[src/rtl/id_ex_hazard_unit_if.sv]
// Hazard-unit bundle: decode sources, ID/EX and EX/MEM producer info,
// branch redirect, and the pipeline enable/flush/bubble controls.
interface id_ex_hazard_unit_if;
  logic [2:0]  id_rs;
  logic [2:0]  id_rt;
  logic        id_uses_rs;
  logic        id_uses_rt;
  logic        id_halt;
  logic        idex_RegWrite;
  logic        idex_MemToReg;
  logic [2:0]  idex_writeReg;
  logic        exmem_RegWrite;
  logic [2:0]  exmem_writeReg;
  logic        branch_taken_ex;
  logic        pc_en;
  logic        ifid_en;
  logic        idex_en;
  logic        idex_bubble;
  logic        ifid_flush;
  logic        halt_done;
  logic [15:0] bubble_count;

  // Pipeline side: supplies stage information, consumes the controls.
  modport master (
    output id_rs, id_rt, id_uses_rs, id_uses_rt, id_halt,
    output idex_RegWrite, idex_MemToReg, idex_writeReg,
    output exmem_RegWrite, exmem_writeReg, branch_taken_ex,
    input  pc_en, ifid_en, idex_en, idex_bubble, ifid_flush,
    input  halt_done, bubble_count
  );

  // Hazard unit side.
  modport slave (
    input  id_rs, id_rt, id_uses_rs, id_uses_rt, id_halt,
    input  idex_RegWrite, idex_MemToReg, idex_writeReg,
    input  exmem_RegWrite, exmem_writeReg, branch_taken_ex,
    output pc_en, ifid_en, idex_en, idex_bubble, ifid_flush,
    output halt_done, bubble_count
  );
endinterface

[src/rtl/id_ex_hazard_unit.sv]
// ID/EX hazard controller: RAW stalls against ID/EX and EX/MEM producers,
// branch flush with a follow-up kill cycle, and HALT drain to a halted state.
// Pipeline controls are combinational; halt_done and bubble_count are registered.
module id_ex_hazard_unit (
  input  logic               clk,
  input  logic               rst,
  id_ex_hazard_unit_if.slave hz
);

  typedef enum logic [2:0] {RUN, STALL, FLUSH, DRAIN, HALTED} state_e;

  state_e      state_q, state_d;
  logic [1:0]  drain_cnt_q, drain_cnt_d;
  logic        halt_done_q;
  logic [15:0] bubble_count_q, bubble_count_d;

  logic        rs_hit, rt_hit, raw_hit;
  logic        pc_en, ifid_en, idex_en, idex_bubble, ifid_flush;

  // Load-use is not distinguished: any in-flight write to a source stalls.
  logic        unused_memtoreg;
  assign unused_memtoreg = hz.idex_MemToReg;

  function automatic logic src_match(input logic [2:0] r,
                                     input logic       idex_we,
                                     input logic [2:0] idex_wr,
                                     input logic       exmem_we,
                                     input logic [2:0] exmem_wr);
    return (idex_we && (idex_wr == r)) || (exmem_we && (exmem_wr == r));
  endfunction

  function automatic logic [15:0] sat_inc(input logic [15:0] v, input logic en);
    if (en && (v != 16'hFFFF)) return v + 16'd1;
    return v;
  endfunction

  assign rs_hit  = hz.id_uses_rs && src_match(hz.id_rs, hz.idex_RegWrite, hz.idex_writeReg,
                                              hz.exmem_RegWrite, hz.exmem_writeReg);
  assign rt_hit  = hz.id_uses_rt && src_match(hz.id_rt, hz.idex_RegWrite, hz.idex_writeReg,
                                              hz.exmem_RegWrite, hz.exmem_writeReg);
  assign raw_hit = rs_hit || rt_hit;

  // Next state and pipeline controls; priority is branch > RAW > HALT.
  always_comb begin
    state_d     = state_q;
    drain_cnt_d = drain_cnt_q;
    pc_en       = 1'b1;
    ifid_en     = 1'b1;
    idex_en     = 1'b1;
    idex_bubble = 1'b0;
    ifid_flush  = 1'b0;
    case (state_q)
      RUN, STALL: begin
        if (hz.branch_taken_ex) begin
          ifid_flush  = 1'b1;
          idex_bubble = 1'b1;
          state_d     = FLUSH;
        end else if (raw_hit) begin
          pc_en       = 1'b0;
          ifid_en     = 1'b0;
          idex_bubble = 1'b1;
          state_d     = STALL;
        end else if (hz.id_halt) begin
          // HALT itself moves into ID/EX; fetch freezes behind it.
          pc_en       = 1'b0;
          ifid_en     = 1'b0;
          drain_cnt_d = 2'd3;
          state_d     = DRAIN;
        end else begin
          state_d     = RUN;
        end
      end
      FLUSH: begin
        // Kill the slot fetched alongside the redirect; a new redirect flushes again.
        idex_bubble = 1'b1;
        if (hz.branch_taken_ex) begin
          ifid_flush = 1'b1;
          state_d    = FLUSH;
        end else begin
          state_d    = RUN;
        end
      end
      DRAIN: begin
        pc_en       = 1'b0;
        ifid_en     = 1'b0;
        idex_bubble = 1'b1;
        drain_cnt_d = drain_cnt_q - 2'd1;
        if (drain_cnt_q <= 2'd1) state_d = HALTED;
      end
      HALTED: begin
        pc_en   = 1'b0;
        ifid_en = 1'b0;
        idex_en = 1'b0;
      end
      default: state_d = RUN;
    endcase
    // While reset is asserted the pipeline runs freely with no bubbles.
    if (!rst) begin
      pc_en       = 1'b1;
      ifid_en     = 1'b1;
      idex_en     = 1'b1;
      idex_bubble = 1'b0;
      ifid_flush  = 1'b0;
    end
  end

  assign bubble_count_d = sat_inc(bubble_count_q, idex_bubble);

  // State, drain counter, halt flag and saturating bubble counter.
  always_ff @(posedge clk) begin
    if (!rst) begin
      state_q        <= RUN;
      drain_cnt_q    <= 2'd0;
      halt_done_q    <= 1'b0;
      bubble_count_q <= 16'd0;
    end else begin
      state_q        <= state_d;
      drain_cnt_q    <= drain_cnt_d;
      halt_done_q    <= (state_d == HALTED);
      bubble_count_q <= bubble_count_d;
    end
  end

  assign hz.pc_en        = pc_en;
  assign hz.ifid_en      = ifid_en;
  assign hz.idex_en      = idex_en;
  assign hz.idex_bubble  = idex_bubble;
  assign hz.ifid_flush   = ifid_flush;
  assign hz.halt_done    = halt_done_q;
  assign hz.bubble_count = bubble_count_q;

endmodule

[src/flat_wrapper.sv]
// flat-port wrapper written by rule: the top's interface ports become plain ports
module id_ex_hazard_unit_flat 
  (clk, rst, hz_id_rs, hz_id_rt, hz_id_uses_rs, hz_id_uses_rt, hz_id_halt, hz_idex_RegWrite, hz_idex_MemToReg, hz_idex_writeReg, hz_exmem_RegWrite, hz_exmem_writeReg, hz_branch_taken_ex, hz_pc_en, hz_ifid_en, hz_idex_en, hz_idex_bubble, hz_ifid_flush, hz_halt_done, hz_bubble_count);
  id_ex_hazard_unit_if hz_i ();
  input  logic clk;
  input  logic rst;
  input wire logic [$bits(hz_i.id_rs)-1:0] hz_id_rs;
  input wire logic [$bits(hz_i.id_rt)-1:0] hz_id_rt;
  input wire logic [$bits(hz_i.id_uses_rs)-1:0] hz_id_uses_rs;
  input wire logic [$bits(hz_i.id_uses_rt)-1:0] hz_id_uses_rt;
  input wire logic [$bits(hz_i.id_halt)-1:0] hz_id_halt;
  input wire logic [$bits(hz_i.idex_RegWrite)-1:0] hz_idex_RegWrite;
  input wire logic [$bits(hz_i.idex_MemToReg)-1:0] hz_idex_MemToReg;
  input wire logic [$bits(hz_i.idex_writeReg)-1:0] hz_idex_writeReg;
  input wire logic [$bits(hz_i.exmem_RegWrite)-1:0] hz_exmem_RegWrite;
  input wire logic [$bits(hz_i.exmem_writeReg)-1:0] hz_exmem_writeReg;
  input wire logic [$bits(hz_i.branch_taken_ex)-1:0] hz_branch_taken_ex;
  output wire logic [$bits(hz_i.pc_en)-1:0] hz_pc_en;
  output wire logic [$bits(hz_i.ifid_en)-1:0] hz_ifid_en;
  output wire logic [$bits(hz_i.idex_en)-1:0] hz_idex_en;
  output wire logic [$bits(hz_i.idex_bubble)-1:0] hz_idex_bubble;
  output wire logic [$bits(hz_i.ifid_flush)-1:0] hz_ifid_flush;
  output wire logic [$bits(hz_i.halt_done)-1:0] hz_halt_done;
  output wire logic [$bits(hz_i.bubble_count)-1:0] hz_bubble_count;
  assign hz_i.id_rs = hz_id_rs;
  assign hz_i.id_rt = hz_id_rt;
  assign hz_i.id_uses_rs = hz_id_uses_rs;
  assign hz_i.id_uses_rt = hz_id_uses_rt;
  assign hz_i.id_halt = hz_id_halt;
  assign hz_i.idex_RegWrite = hz_idex_RegWrite;
  assign hz_i.idex_MemToReg = hz_idex_MemToReg;
  assign hz_i.idex_writeReg = hz_idex_writeReg;
  assign hz_i.exmem_RegWrite = hz_exmem_RegWrite;
  assign hz_i.exmem_writeReg = hz_exmem_writeReg;
  assign hz_i.branch_taken_ex = hz_branch_taken_ex;
  assign hz_pc_en = hz_i.pc_en;
  assign hz_ifid_en = hz_i.ifid_en;
  assign hz_idex_en = hz_i.idex_en;
  assign hz_idex_bubble = hz_i.idex_bubble;
  assign hz_ifid_flush = hz_i.ifid_flush;
  assign hz_halt_done = hz_i.halt_done;
  assign hz_bubble_count = hz_i.bubble_count;
  id_ex_hazard_unit u_core (.clk(clk), .rst(rst), .hz(hz_i));
endmodule
[config.mk]
export PLATFORM = sky130hd
export DESIGN_NAME = id_ex_hazard_unit_flat
export DESIGN_NICKNAME = d
export VERILOG_FILES = /design/src/rtl/id_ex_hazard_unit_if.sv /design/src/rtl/id_ex_hazard_unit.sv /design/src/flat_wrapper.sv
export SDC_FILE = /design/constraint.sdc
export NUM_CORES = 1
export LEC_CHECK = 0
export BUFFER_PORTS_ARGS = -buffer_cell sky130_fd_sc_hd__buf_2
export CAP_MARGIN = 25
export CORE_MARGIN = 1
export CORE_UTILIZATION = 45
export DETAILED_ROUTE_END_ITERATION = 6
export GPL_ROUTABILITY_DRIVEN = 0
export MAX_ROUTING_LAYER = met4
export PLACE_DENSITY = 0.75
export SYNTH_ARGS = -nofsm -noshare
export SYNTH_HDL_FRONTEND = slang
export SYNTH_SLANG_ARGS = --single-unit
export TNS_END_PERCENT = 10
[constraint.sdc]
create_clock -name clk -period 2.1 [get_ports clk]
set_clock_uncertainty 0.1 [all_clocks]
set_input_delay 0.42 -clock clk [delete_from_list [all_inputs] [get_ports clk]]
set_output_delay 0.42 -clock clk [all_outputs]
set_load 0.05 [all_outputs]
### Word-level counts from Yosys, hierarchy flattened

Cells that the tools add are included.

* input port bits: 21
* ROM bits: 0
* word-level logic and storage cells: 63
* bits in latches: 0
* register bits after elaboration: 22
* output and inout port bits: 22
* memories: 0
* RAM bits: 0

* $mul: 0
* equal/unequal tests: 13
* order comparisons: 1
* reductions and logical operators: 17
* shift-type cells: 0
* add/sub/neg operators: 2
* bitwise operators: 0
* multiplexer cells: 26
* div/mod/pow operators: 0

Operators by type and width (number)
* 16-bit by 1-bit adder with 16-bit output (second input constant): 1
* 16-bit two-way mux: 1
* 16-bit != test (second input constant): 1
* 1-bit two-way mux: 13
* 3-bit == test: 4
* 3-bit one-hot mux with 4 select lines: 1
* 2-bit two-way mux: 5
* 3-bit two-way mux: 3
* 1-bit logical AND: 7
* 3-bit by 2-bit == test with 1-bit output (second input constant): 2
* 3-bit == test (second input constant): 2
* 2-bit != test (second input constant): 3
* 2-bit OR reduction: 3
* 1-bit one-hot mux with 2 select lines: 2
* 2-bit one-hot mux with 2 select lines: 1
* 4-bit AND reduction: 1
* 3-bit by 1-bit == test with 1-bit output (second input constant): 1
* 3-bit logical NOT: 1
* 1-bit logical OR: 3
* 3-bit OR reduction: 1
* 2-bit by 1-bit <= comparator with 1-bit output (second input constant): 1
* 2-bit nonzero test: 1
* 2-bit by 1-bit subtractor with 2-bit output (second input constant): 1

### Depth between registers and ports, before layout

Gate-level depths: netlist of the first run.

* depth after elaboration: 11
* depth in mapped cells: 8
* depth with buffers taken out: 7

### Worst setup path before layout of the first run

No wires, ideal clock.

* kind: in2out
* start point: in hz_idex_writeReg[1]
* end point: out hz_pc_en
* data required time: 1580 ps
* arrival: 1916 ps
* cell stages on the path: 7
* path buffers: 1
* setup slack: -336 ps
* cell sequence: xnor2_1 -> and4_4 -> o21a_4 -> o31ai_1 -> nand2_1 -> nand2_1 -> buf_4

* longest elaborated chain between the ends: 9
* elaborated cells on any way between the ends: 13
* classes of those cells: eq/ne (2); mux (4); reduce/logical (7)

RTL lines
* start, declared: line flat_wrapper.sv:14 `input wire logic [$bits(hz_i.idex_writeReg)-1:0] hz_idex_writeReg;`
* 3-bit == test: line id_ex_hazard_unit.sv:29 `return (idex_we && (idex_wr == r)) || (exmem_we && (exmem_wr == r));`
* 1-bit logical AND: line id_ex_hazard_unit.sv:29
* 1-bit logical OR: line id_ex_hazard_unit.sv:29
* 1-bit logical AND (on tied branches): line id_ex_hazard_unit.sv:37, id_ex_hazard_unit.sv:39
* 1-bit logical OR (*): line id_ex_hazard_unit.sv:41 `assign raw_hit = rs_hit || rt_hit;`
* 1-bit two-way mux (*) (2 in series)
* 1-bit one-hot mux with 2 select lines (*)
* 1-bit two-way mux (*)
* end, declared: line flat_wrapper.sv:18 `output wire logic [$bits(hz_i.pc_en)-1:0] hz_pc_en;`

Mark *: on every way between the ends. The rest lies on a longest branch, timed or not.

### Final worst setup path of the first run

* start point: in hz_id_rt[0]
* end point: out hz_idex_bubble

* longest elaborated chain between the ends: 9
* elaborated cells on any way between the ends: 11
* classes of those cells: eq/ne (2); mux (4); reduce/logical (5)

RTL lines
* start, declared: line flat_wrapper.sv:8 `input wire logic [$bits(hz_i.id_rt)-1:0] hz_id_rt;`
* 3-bit == test: line id_ex_hazard_unit.sv:29
* 1-bit logical AND: line id_ex_hazard_unit.sv:29
* 1-bit logical OR (*): line id_ex_hazard_unit.sv:29
* 1-bit logical AND (*): line id_ex_hazard_unit.sv:39 `assign rt_hit = hz.id_uses_rt && src_match(hz.id_rt, hz.idex_RegWrite, hz.idex_writeReg,`
* 1-bit logical OR (*): line id_ex_hazard_unit.sv:41
* 1-bit two-way mux (*): line id_ex_hazard_unit.sv:58 `end else if (raw_hit) begin`
* 1-bit two-way mux (*): line id_ex_hazard_unit.sv:54 `if (hz.branch_taken_ex) begin`
* 1-bit one-hot mux with 2 select lines (*): line id_ex_hazard_unit.sv:52 `case (state_q)`
* 1-bit two-way mux (*): line id_ex_hazard_unit.sv:98 `if (!rst) begin`
* end, declared: line flat_wrapper.sv:21 `output wire logic [$bits(hz_i.idex_bubble)-1:0] hz_idex_bubble;`

Marks and branches as above.

==> run_results.csv, run 1 <==
group,metric,value,unit
floorplan,dieArea,0.00328,sq mm
synth,yosys_most_used_dff,"dfxtp_1",
timing,worstMarginPinSlew,0.415,ns
synth,yosys.cell_types.count,40,
grt,antenna_found_initial,0,
finish,multi_input_area,940,sq um
finish,diodes,0,
routing,post_drt_via_cell_ratio,5.84,
clock_network,htreeDepth,1,
timing,finalHoldViolCount,0,
synth,synthCells,154,
finish,ff_latch_area,447,sq um
timing,finalCritPeriodShare,107,%
finish,final.fill_count,235,
placement,post-dp-hpwl,2.40,mm
worst_setup_path,end_kind,"output port",
floorplan,boundaryPins,43,
power_and_ir_drop,vdd_drop_max,281,uV
routing,drt_iter0_drc,31,
placement,place.port_buffers,41,
finish,fin_cells,237,
synth,async_reset_ff_share,0,%
run_status,status,"finished, violations left",
floorplan,coreArea,0.00283,sq mm
synth,syn_avg_cell_area,8.91,sq um
routing,vias,1383,
synth,synth_most_common_cell,"dfxtp_1",
synth,yosys-top-cells-area,"dfxtp_1 32%, xnor2_1 7.7%, nand2_1 4.6%",
floorplan,die_h,57.2,um
synth,syn-num-nets,177,
timing,period_needed,2.26,ns
run_status,violations,"DRC, setup timing",
synth,synth.top_cell.area_share,32.1,%
clock_network,clk_path_buf_depth,2,
worst_setup_path,path_max_fanout,2,
timing,report.final.slew_viol_count,0,
grt,grt_pass1_wl,5.53,mm
synth,seq_area_frac_synth,32.1,%
finish,drive_gt1_share,41.7,%
finish,fin_nets,230,
clock_network,cts_tree,"done",
grt,grt-ovfl-total,0,
synth,synth_common_cells,"22 x dfxtp_1, 17 x nand2_1, 12 x xnor2_1",
clock_network,cts_buffers,3,
synth,yosys_warnings,0,
flow_run,drv_cap,0,
finish,post-route-util,67.1,%
timing,rsz0062_at_grt,"yes",
clock_network,cts_root_buf,"clkbuf_4",
worst_setup_path,crit_arrival,1.74,ns
grt,grt.total_usage,22.3,%
timing,slew_headroom,72.3,%
timing,tns,-0.413,ns
floorplan,start_util,48.5,%
timing,worst_slack,-0.157,ns
power_and_ir_drop,power_per_cell_area,540,mW/mm^2
routing,dr.pass1.iters,6,
floorplan,rows,19,
routing,drc,4,
floorplan,die_w,57.2,um
clock_network,clock_sinks,22,
grt,grt_max_degree,24,
synth,synth_edf_count,0,
clock_network,clock_latency,0.32,ns
hold_path,min_path_type,"input pin to flop",
power_and_ir_drop,p_leak,0.766,nW
placement,place_ws,-0.296,ns
worst_setup_path,crit_type,"input pin to output port",
worst_setup_path,worst_setup_path_start_kind,"input pin",
grt,grt_pass1_vias,1317,
synth,synth-seq-cells,22,
routing,ant_nets,0,
routing,avgRoutedWirePerCell,14.8,um
routing,routed_wl,3.51,mm
timing,max_freq,0.443,GHz
worst_setup_path,critical_path_required,1.58,ns
synth,synth.largest_area_cell,"dfxtp_1",
placement,dp_cells,232,
synth,netlist_area,0.00137,sq mm
clock_network,clkTransAtPathRegs,0.13,ns
finish,syn_to_final_growth,38.4,%
timing,setup_viol,5,
## per-stage QoR
stage / total power, mW / hold WS [ns] / instance area (sq um)
floorplan: 0.593 / 0.343 / 1400
global placement: 0.653 / 0.352 / 1680
detailed placement: 0.660 / 0.368 / 1680
CTS: 1.02 / 0.315 / 1850
global route: 1.07 / 0.317 / 1900
finish: 1.03 / 0.316 / 1900
## where the power goes
group          total (mW)  switching (mW)  internal, mW  leakage (nW)
Sequential          0.438         0.00988         0.428         0.181
Clock               0.336           0.143         0.193        0.0279
Combinational       0.252           0.138         0.114         0.558
## worst max-delay path, cell delays in order
cell,delay (ns)
buf_6,0.10
xnor2_1,0.13
and4_1,0.23
o21a_2,0.25
buf_6,0.12
a2111oi_4,0.27
nor2_4,0.05
buf_6,0.16
## kinds of logic after synthesis
logic type	share of synthesized area (%)
buffers and inverters	5.20
xor gates and xnor gates	7.66
muxes	3.65
and+or+nand+nor	31.4
DFF	32.1
adders and majority gates	1.82
AOI/OAI and AO/OA	18.2
## flip-flops by register name, indices dropped and copies added, names as in the netlist
signal,cells
u_core.drain_cnt_q,2
u_core.hz.bubble_count,16
u_core.state_q,3
u_core.hz.halt_done,1
## final cells by class
cell class | count | area share [%]
flip-flops and latches | 22 | 23.5
well taps | 31 | 2.04
multi-input cells | 121 | 49.5
inverters | 4 | 0.791
clock inverters | 1 | 1.58
clock buffers | 3 | 1.19
repair buffers | 55 | 21.4
## per-layer routing
metal	global-route usage, %	wire (um)
met1	24.4	1470
met4	8.01	51
met3	4.31	186
met5	-	0
met2	40.2	1800
## layout by cell type, fill, tap and decap left out, drive strengths merged, types with 6 or more instances in the layout
cell type  synthesis  layout
a21oi             11      11
and4               6       6
buf                5      55
dfxtp             22      22
nand2             17      17
nand3             10      10
nor3               6       6
o31ai              8       8
or4                8       8
xnor2             12      12
## timing repair
item | CTS | global route
pin swaps | 15 | 5
buffers inserted | 1 | 0
setup endpoints to repair | 9 | 13
resized for setup | 24 | 9
hold buffers | 0 | 0
## path summary, 6_finish.rpt
path	startpoint	end	slack, ns	cells past startpoint
max	hz_id_rt[0]	hz_idex_bubble	-0.16	8
min	hz_branch_taken_ex	u_core.state_q[1]	0.32	3
max reg2reg	u_core.hz.bubble_count[10]	u_core.hz.bubble_count[8]	0.07	7
min reg2reg	u_core.hz.bubble_count[10]	u_core.hz.bubble_count[10]	0.39	2
(Power assumes the default switching activity.)
==> inputs of run 2 (changes only) <==
--- a/config.mk
+++ b/config.mk
@@ -12,7 +12,7 @@
 export DETAILED_ROUTE_END_ITERATION = 6
 export GPL_ROUTABILITY_DRIVEN = 0
 export MAX_ROUTING_LAYER = met4
-export PLACE_DENSITY = 0.75
+export PLACE_DENSITY_LB_ADDON = 0.08
 export SYNTH_ARGS = -nofsm -noshare
 export SYNTH_HDL_FRONTEND = slang
 export SYNTH_SLANG_ARGS = --single-unit
==> run 2 against run 1 <==
Against the previous run:
- the run still ends with DRC, setup timing left
- non-clock buffer count up 2
- core utilization down 1.4 points
- cell area shrank 2.1%
- hold slack better by 0.017 ns
- first-iteration DRC count decreased by 13%
- sequential share of layout area increased by 0.51 points
- highest routed layer unchanged
- worst setup slack improved by 0.054 ns
==> run_results.csv, run 2 (synthesis results as in run 1) <==
group,metric,value,unit
run_status,status,"finished, violations left",
run_status,violations,"DRC, setup timing",
placement,place.port_buffers,41,
routing,post_drt_via_cell_ratio,5.72,
routing,routed_wl,3.22,mm
clock_network,post-cts-setup-buffers,0,
finish,final_area,0.00186,sq mm
clock_network,cts_tree,"done",
worst_setup_path,critical_path_required,1.58,ns
grt,grt_max_degree,20,
worst_setup_path,path_max_fanout,2,
grt,grt.total_usage,21.9,%
grt,grt_pass1_vias,1389,
finish,final_cell_mix,"33 x buf_2, 17 x dfxtp_1, 16 x nand2_1",
routing,avgRoutedWirePerCell,13.5,um
power_and_ir_drop,p_leak,0.772,nW
routing,drc,1,
placement,post-dp-hpwl,2.49,mm
power_and_ir_drop,power_per_cell_area,538,mW/mm^2
floorplan,die_h,57.2,um
clock_network,cts_buffers,3,
timing,finalHoldViolCount,0,
finish,multi_input_area,918,sq um
clock_network,hold_buffers,0,
timing,slew_headroom,72.2,%
timing,worst_slack,-0.102,ns
timing,rsz0062_at_grt,"yes",
clock_network,clk_path_buf_depth,2,
grt,grt_pass1_wl,5.52,mm
clock_network,cts_root_buf,"clkbuf_4",
floorplan,dieArea,0.00328,sq mm
clock_network,clkTransAtPathRegs,0.13,ns
worst_setup_path,worst_setup_path_start_kind,"input pin",
timing,period_needed,2.20,ns
placement,place_ws,-0.287,ns
finish,layout_commonest_cell,"buf_2",
floorplan,boundaryPins,43,
floorplan,coreArea,0.00283,sq mm
grt,grt-ovfl-total,0,
floorplan,die_w,57.2,um
finish,diodes,0,
timing,finalCritPeriodShare,105,%
clock_network,htreeDepth,1,
finish,post-route-util,65.7,%
placement,dpl_cell_area,0.00171,sq mm
timing,max_freq,0.454,GHz
timing,report.final.slew_viol_count,0,
timing,setup_viol,3,
routing,dr.pass1.iters,7,
worst_setup_path,crit_arrival,1.68,ns
finish,fin_nets,232,
timing,tns,-0.291,ns
timing,worstMarginPinSlew,0.416,ns
finish,final.fill_count,256,
routing,drt_iter0_drc,27,
clock_network,clock_sinks,22,
routing,ant_nets,0,
floorplan,rows,19,
finish,drive_gt1_share,42.3,%
finish,ff_latch_area,447,sq um
worst_setup_path,end_kind,"output port",
flow_run,drv_cap,0,
routing,vias,1368,
floorplan,start_util,48.5,%
finish,largest_reg_flops,16,
power_and_ir_drop,vdd_drop_max,309,uV
grt,antenna_found_initial,0,
worst_setup_path,crit_type,"input pin to output port",
hold_path,min_path_type,"input pin to flop",
finish,syn_to_final_growth,35.5,%
clock_network,clock_latency,0.31,ns
[run 2: cell types whose count changed in the layout (fill, tap and decap cells not counted), sizes merged]
| cell | change |
|---|---|
| buf | +2 |
[run 2: final timing paths]
kind | start | endpoint | slack, ns | cells after the start
setup reg to reg | u_core.hz.bubble_count[1] | u_core.hz.bubble_count[9] | 0.06 | 7
setup / recovery | hz_id_rt[0] | hz_ifid_en | -0.10 | 8
hold / removal | hz_id_halt | u_core.state_q[1] | 0.33 | 3
hold reg to reg | u_core.hz.bubble_count[10] | u_core.hz.bubble_count[10] | 0.38 | 2
[run 2: metal layers]
| layer | routed length [um] | global-route usage (%) |
|---|---|---|
| met1 | 1350 | 21.4 |
| met2 | 1760 | 43.0 |
| met3 | 76 | 2.95 |
| met4 | 34 | 8.71 |
| met5 | 0 | - |
[run 2: cell type report]
class                           count  area share, %
Timing Repair Buffer               57           20.9
Multi-Input combinational cell    121           49.4
Clock inverter                      1           1.62
Tap cell                           31           2.09
Inverter                            4          0.808
Sequential cell                    22           24.0
Clock buffer                        3           1.21
[run 2: through the flow]
| stage | power [mW] | hold WS [ns] | cells |
|---|---|---|---|
| final | 1.00 | 0.333 | 239 |
| after global routing | 1.05 | 0.343 | 239 |
| after CTS | 1.01 | 0.313 | 239 |
| after detailed placement | 0.666 | 0.367 | 235 |
| after global placement | 0.658 | 0.358 | 235 |
| after floorplan | 0.593 | 0.343 | 154 |
[run 2: what timing repair did]
item                                    4_1_cts  5_1_grt
pin swaps                                     9        2
endpoints found under the setup margin        4       15
cloned                                        0        0
resized for setup                            18        4
[run 2: critical path, cell delays in order]
cell	delay, ns
buf_2	0.12
xnor2_1	0.12
and4_1	0.19
o21a_2	0.24
o31ai_2	0.22
nand2_1	0.14
nand2_4	0.08
buf_6	0.15
[run 2: where the power goes]
group          leakage, nW  switching [mW]  internal, mW
sequential           0.181         0.00916         0.428
clock               0.0279           0.133         0.193
combinational        0.563           0.130         0.107
==> inputs of run 3 (changes only) <==
--- a/config.mk
+++ b/config.mk
@@ -7,8 +7,10 @@
 export LEC_CHECK = 0
 export BUFFER_PORTS_ARGS = -buffer_cell sky130_fd_sc_hd__buf_2
 export CAP_MARGIN = 25
+export CELL_PAD_IN_SITES_DETAIL_PLACEMENT = 1
+export CELL_PAD_IN_SITES_GLOBAL_PLACEMENT = 1
 export CORE_MARGIN = 1
-export CORE_UTILIZATION = 45
+export CORE_UTILIZATION = 33
 export DETAILED_ROUTE_END_ITERATION = 6
 export GPL_ROUTABILITY_DRIVEN = 0
 export MAX_ROUTING_LAYER = met4
==> run 3 against run 2 <==
Against the previous run:
- the flow finishes with violations (setup timing)
- sequential power is essentially flat
- cell area grew 6.1%
- flip-flop and latch count is the same
- via count grew 2.3%
- hold slack gained 0.045 ns
- core utilization shrank 16 points
- die area grew 35%
- combinational power grew 9.7%
- critical path type unchanged
- register-to-register slack is essentially flat
- clock power grew 25%
==> run_results.csv, run 3 (synthesis results as in run 1) <==
group,metric,value,unit
run_status,status,"finished, violations left",
run_status,violations,"setup timing",
timing,tns,-0.462,ns
clock_network,clock_sinks,22,
finish,final_cell_mix,"34 x buf_2, 17 x dfxtp_1, 16 x nand2_1, 16 x buf_4",
timing,rsz0062_at_grt,"yes",
worst_setup_path,path_max_fanout,2,
worst_setup_path,critPathCapture,"hz_idex_bubble",
worst_setup_path,cp-startpoint,"hz_idex_writeReg[0]",
placement,place.port_buffers,41,
timing,worst_slack,-0.165,ns
grt,grt_pass1_wl,6.30,mm
grt,antenna_found_initial,0,
worst_setup_path,crit_arrival,1.75,ns
finish,multi_input_area,950,sq um
timing,finalHoldViolCount,0,
power_and_ir_drop,vdd_drop_max,250,uV
clock_network,clock_latency,0.27,ns
worst_setup_path,r2r_setup_slack,0.06,ns
worst_setup_path,timing.rr.start,"u_core.hz.bubble_count[0]",
worst_setup_path,worst-path-buf-inv,2,
worst_setup_path,slowest_stage,"a2111oi_4",
finish,ff_latch_area,447,sq um
routing,dr.pass1.iters,4,
clock_network,clk_path_buf_depth,2,
finish,largest_reg_flops,16,
flow_run,drv_cap,0,
hold_path,holdPathStages,2,
routing,vias,1399,
worst_setup_path,cpLargestDelayFamily,"compound AO/OA/AOI/OAI gates",
finish,syn_to_final_growth,43.7,%
grt,grt.total_usage,19.3,%
grt,grt-ovfl-total,0,
clock_network,clkTransAtPathRegs,0.09,ns
floorplan,coreArea,0.00400,sq mm
finish,fin_nets,236,
worst_setup_path,path_depth,7,
clock_network,cts_buffers,3,
power_and_ir_drop,p_leak,0.829,nW
floorplan,rows,23,
timing,worstMarginPinSlew,0.462,ns
timing,setup_viol,3,
placement,dp_cells,258,
finish,diodes,0,
floorplan,dieArea,0.00442,sq mm
timing,max_freq,0.441,GHz
finish,final.fill_count,468,
worst_setup_path,worst_setup_path_start_kind,"input pin",
routing,drc,0,
power_and_ir_drop,power_per_cell_area,560,mW/mm^2
finish,fin_cells,262,
worst_setup_path,rr_endpoint,"u_core.hz.bubble_count[3]",
worst_setup_path,reg2regPathDepth,8,
worst_setup_path,crit_path_max_incr_delay,0.42,ns
worst_setup_path,crit_chain,"buf_2 > xnor2_2 > and4_1 > o21a_1 > a2111oi_4 > nor2_4 > buf_6",
worst_setup_path,critical_path_required,1.58,ns
timing,report.final.slew_viol_count,0,
floorplan,die_h,66.5,um
clock_network,hold_buffers,0,
routing,avgRoutedWirePerCell,15.1,um
clock_network,cts_tree,"done",
timing,finalCritPeriodShare,108,%
finish,drive_gt1_share,45.3,%
routing,routed_wl,3.95,mm
floorplan,die_w,66.5,um
grt,grt_max_degree,20,
clock_network,post-cts-setup-buffers,0,
floorplan,start_util,34.3,%
grt,grt_pass1_vias,1427,
routing,drt_iter0_drc,40,
finish,layout_commonest_cell,"buf_2",
routing,post_drt_via_cell_ratio,5.34,
clock_network,cts_root_buf,"clkbuf_8",
worst_setup_path,crit_type,"input pin to output port",
hold_path,min_path_type,"flop to flop",
clock_network,htreeDepth,1,
timing,slew_headroom,69.1,%
floorplan,boundaryPins,43,
timing,period_needed,2.27,ns
placement,post-dp-hpwl,3.00,mm
routing,ant_nets,0,
worst_setup_path,end_kind,"output port",
==> run 3: cell count changes in the layout (fill, tap and decap cells not counted), moves of 3 or more <==
cell	change
xnor2_1	-4
clkbuf_8	+3
xnor2_2	+4
clkbuf_4	-3
==> run 3: worst min-delay path by stage <==
stage                               start                    endpoint  slack, ns
2_1_floorplan       u_core.drain_cnt_q[0]       u_core.drain_cnt_q[0]       0.34
3_3_place_gp   u_core.hz.bubble_count[10]  u_core.hz.bubble_count[10]       0.36
3_5_place_dp   u_core.hz.bubble_count[10]  u_core.hz.bubble_count[10]       0.37
4_1_cts                        hz_id_halt           u_core.state_q[1]       0.38
5_1_grt                        hz_id_halt           u_core.state_q[1]       0.40
6_report       u_core.hz.bubble_count[10]  u_core.hz.bubble_count[10]       0.38
==> run 3: layer usage <==
metal  share of wire, %  vias up  track usage (%)
li1                   -      697                -
met1                 42      673             20.3
met4                1.3        0             7.18
met5                  0        -                -
met2                 54       25             36.5
met3                2.7        4             2.23
==> run 3: report_power, final <==
group	internal, mW	total, mW	leakage, nW	switching (mW)
logic	0.119	0.260	0.613	0.141
clock network	0.255	0.407	0.0357	0.152
registers	0.428	0.437	0.181	0.00891
total	0.802	1.10	0.829	0.302
==> run 3: worst min-delay path, stage by stage, from the launching register on <==
cell and delay (ns):
dfxtp_2 0.34, nand2_1 0.05, mux2i_1 0.05
==> run 3: per-stage QoR <==
stage / hold WS (ns) / instance area [sq um] / worst slack (ns) / util [%] / total power, mW
after detailed placement: 0.367 / 1770 / -0.350 / 44.2 / 0.677
final: 0.378 / 1970 / -0.165 / 49.3 / 1.10
after global routing: 0.403 / 1970 / -0.219 / 49.3 / 1.15
after CTS: 0.377 / 1930 / -0.161 / 48.2 / 1.10
after global placement: 0.358 / 1770 / -0.315 / 44.2 / 0.666
after floorplan: 0.343 / 1400 / -0.0821 / - / 0.593
==> run 3: layout make-up <==
cell class	instances	area share, %
tap	50	3.17
multi-input combinational	121	48.2
clock inverter	1	1.52
sequential	22	22.7
clock buffer	3	2.09
inverter	4	0.761
timing repair buffer	61	21.6
==> run 3: timing repair <==
action / in CTS / in global routing
endpoints found under the setup margin: 9 / 12
gates resized for setup: 21 / 9
pin swaps: 9 / 6
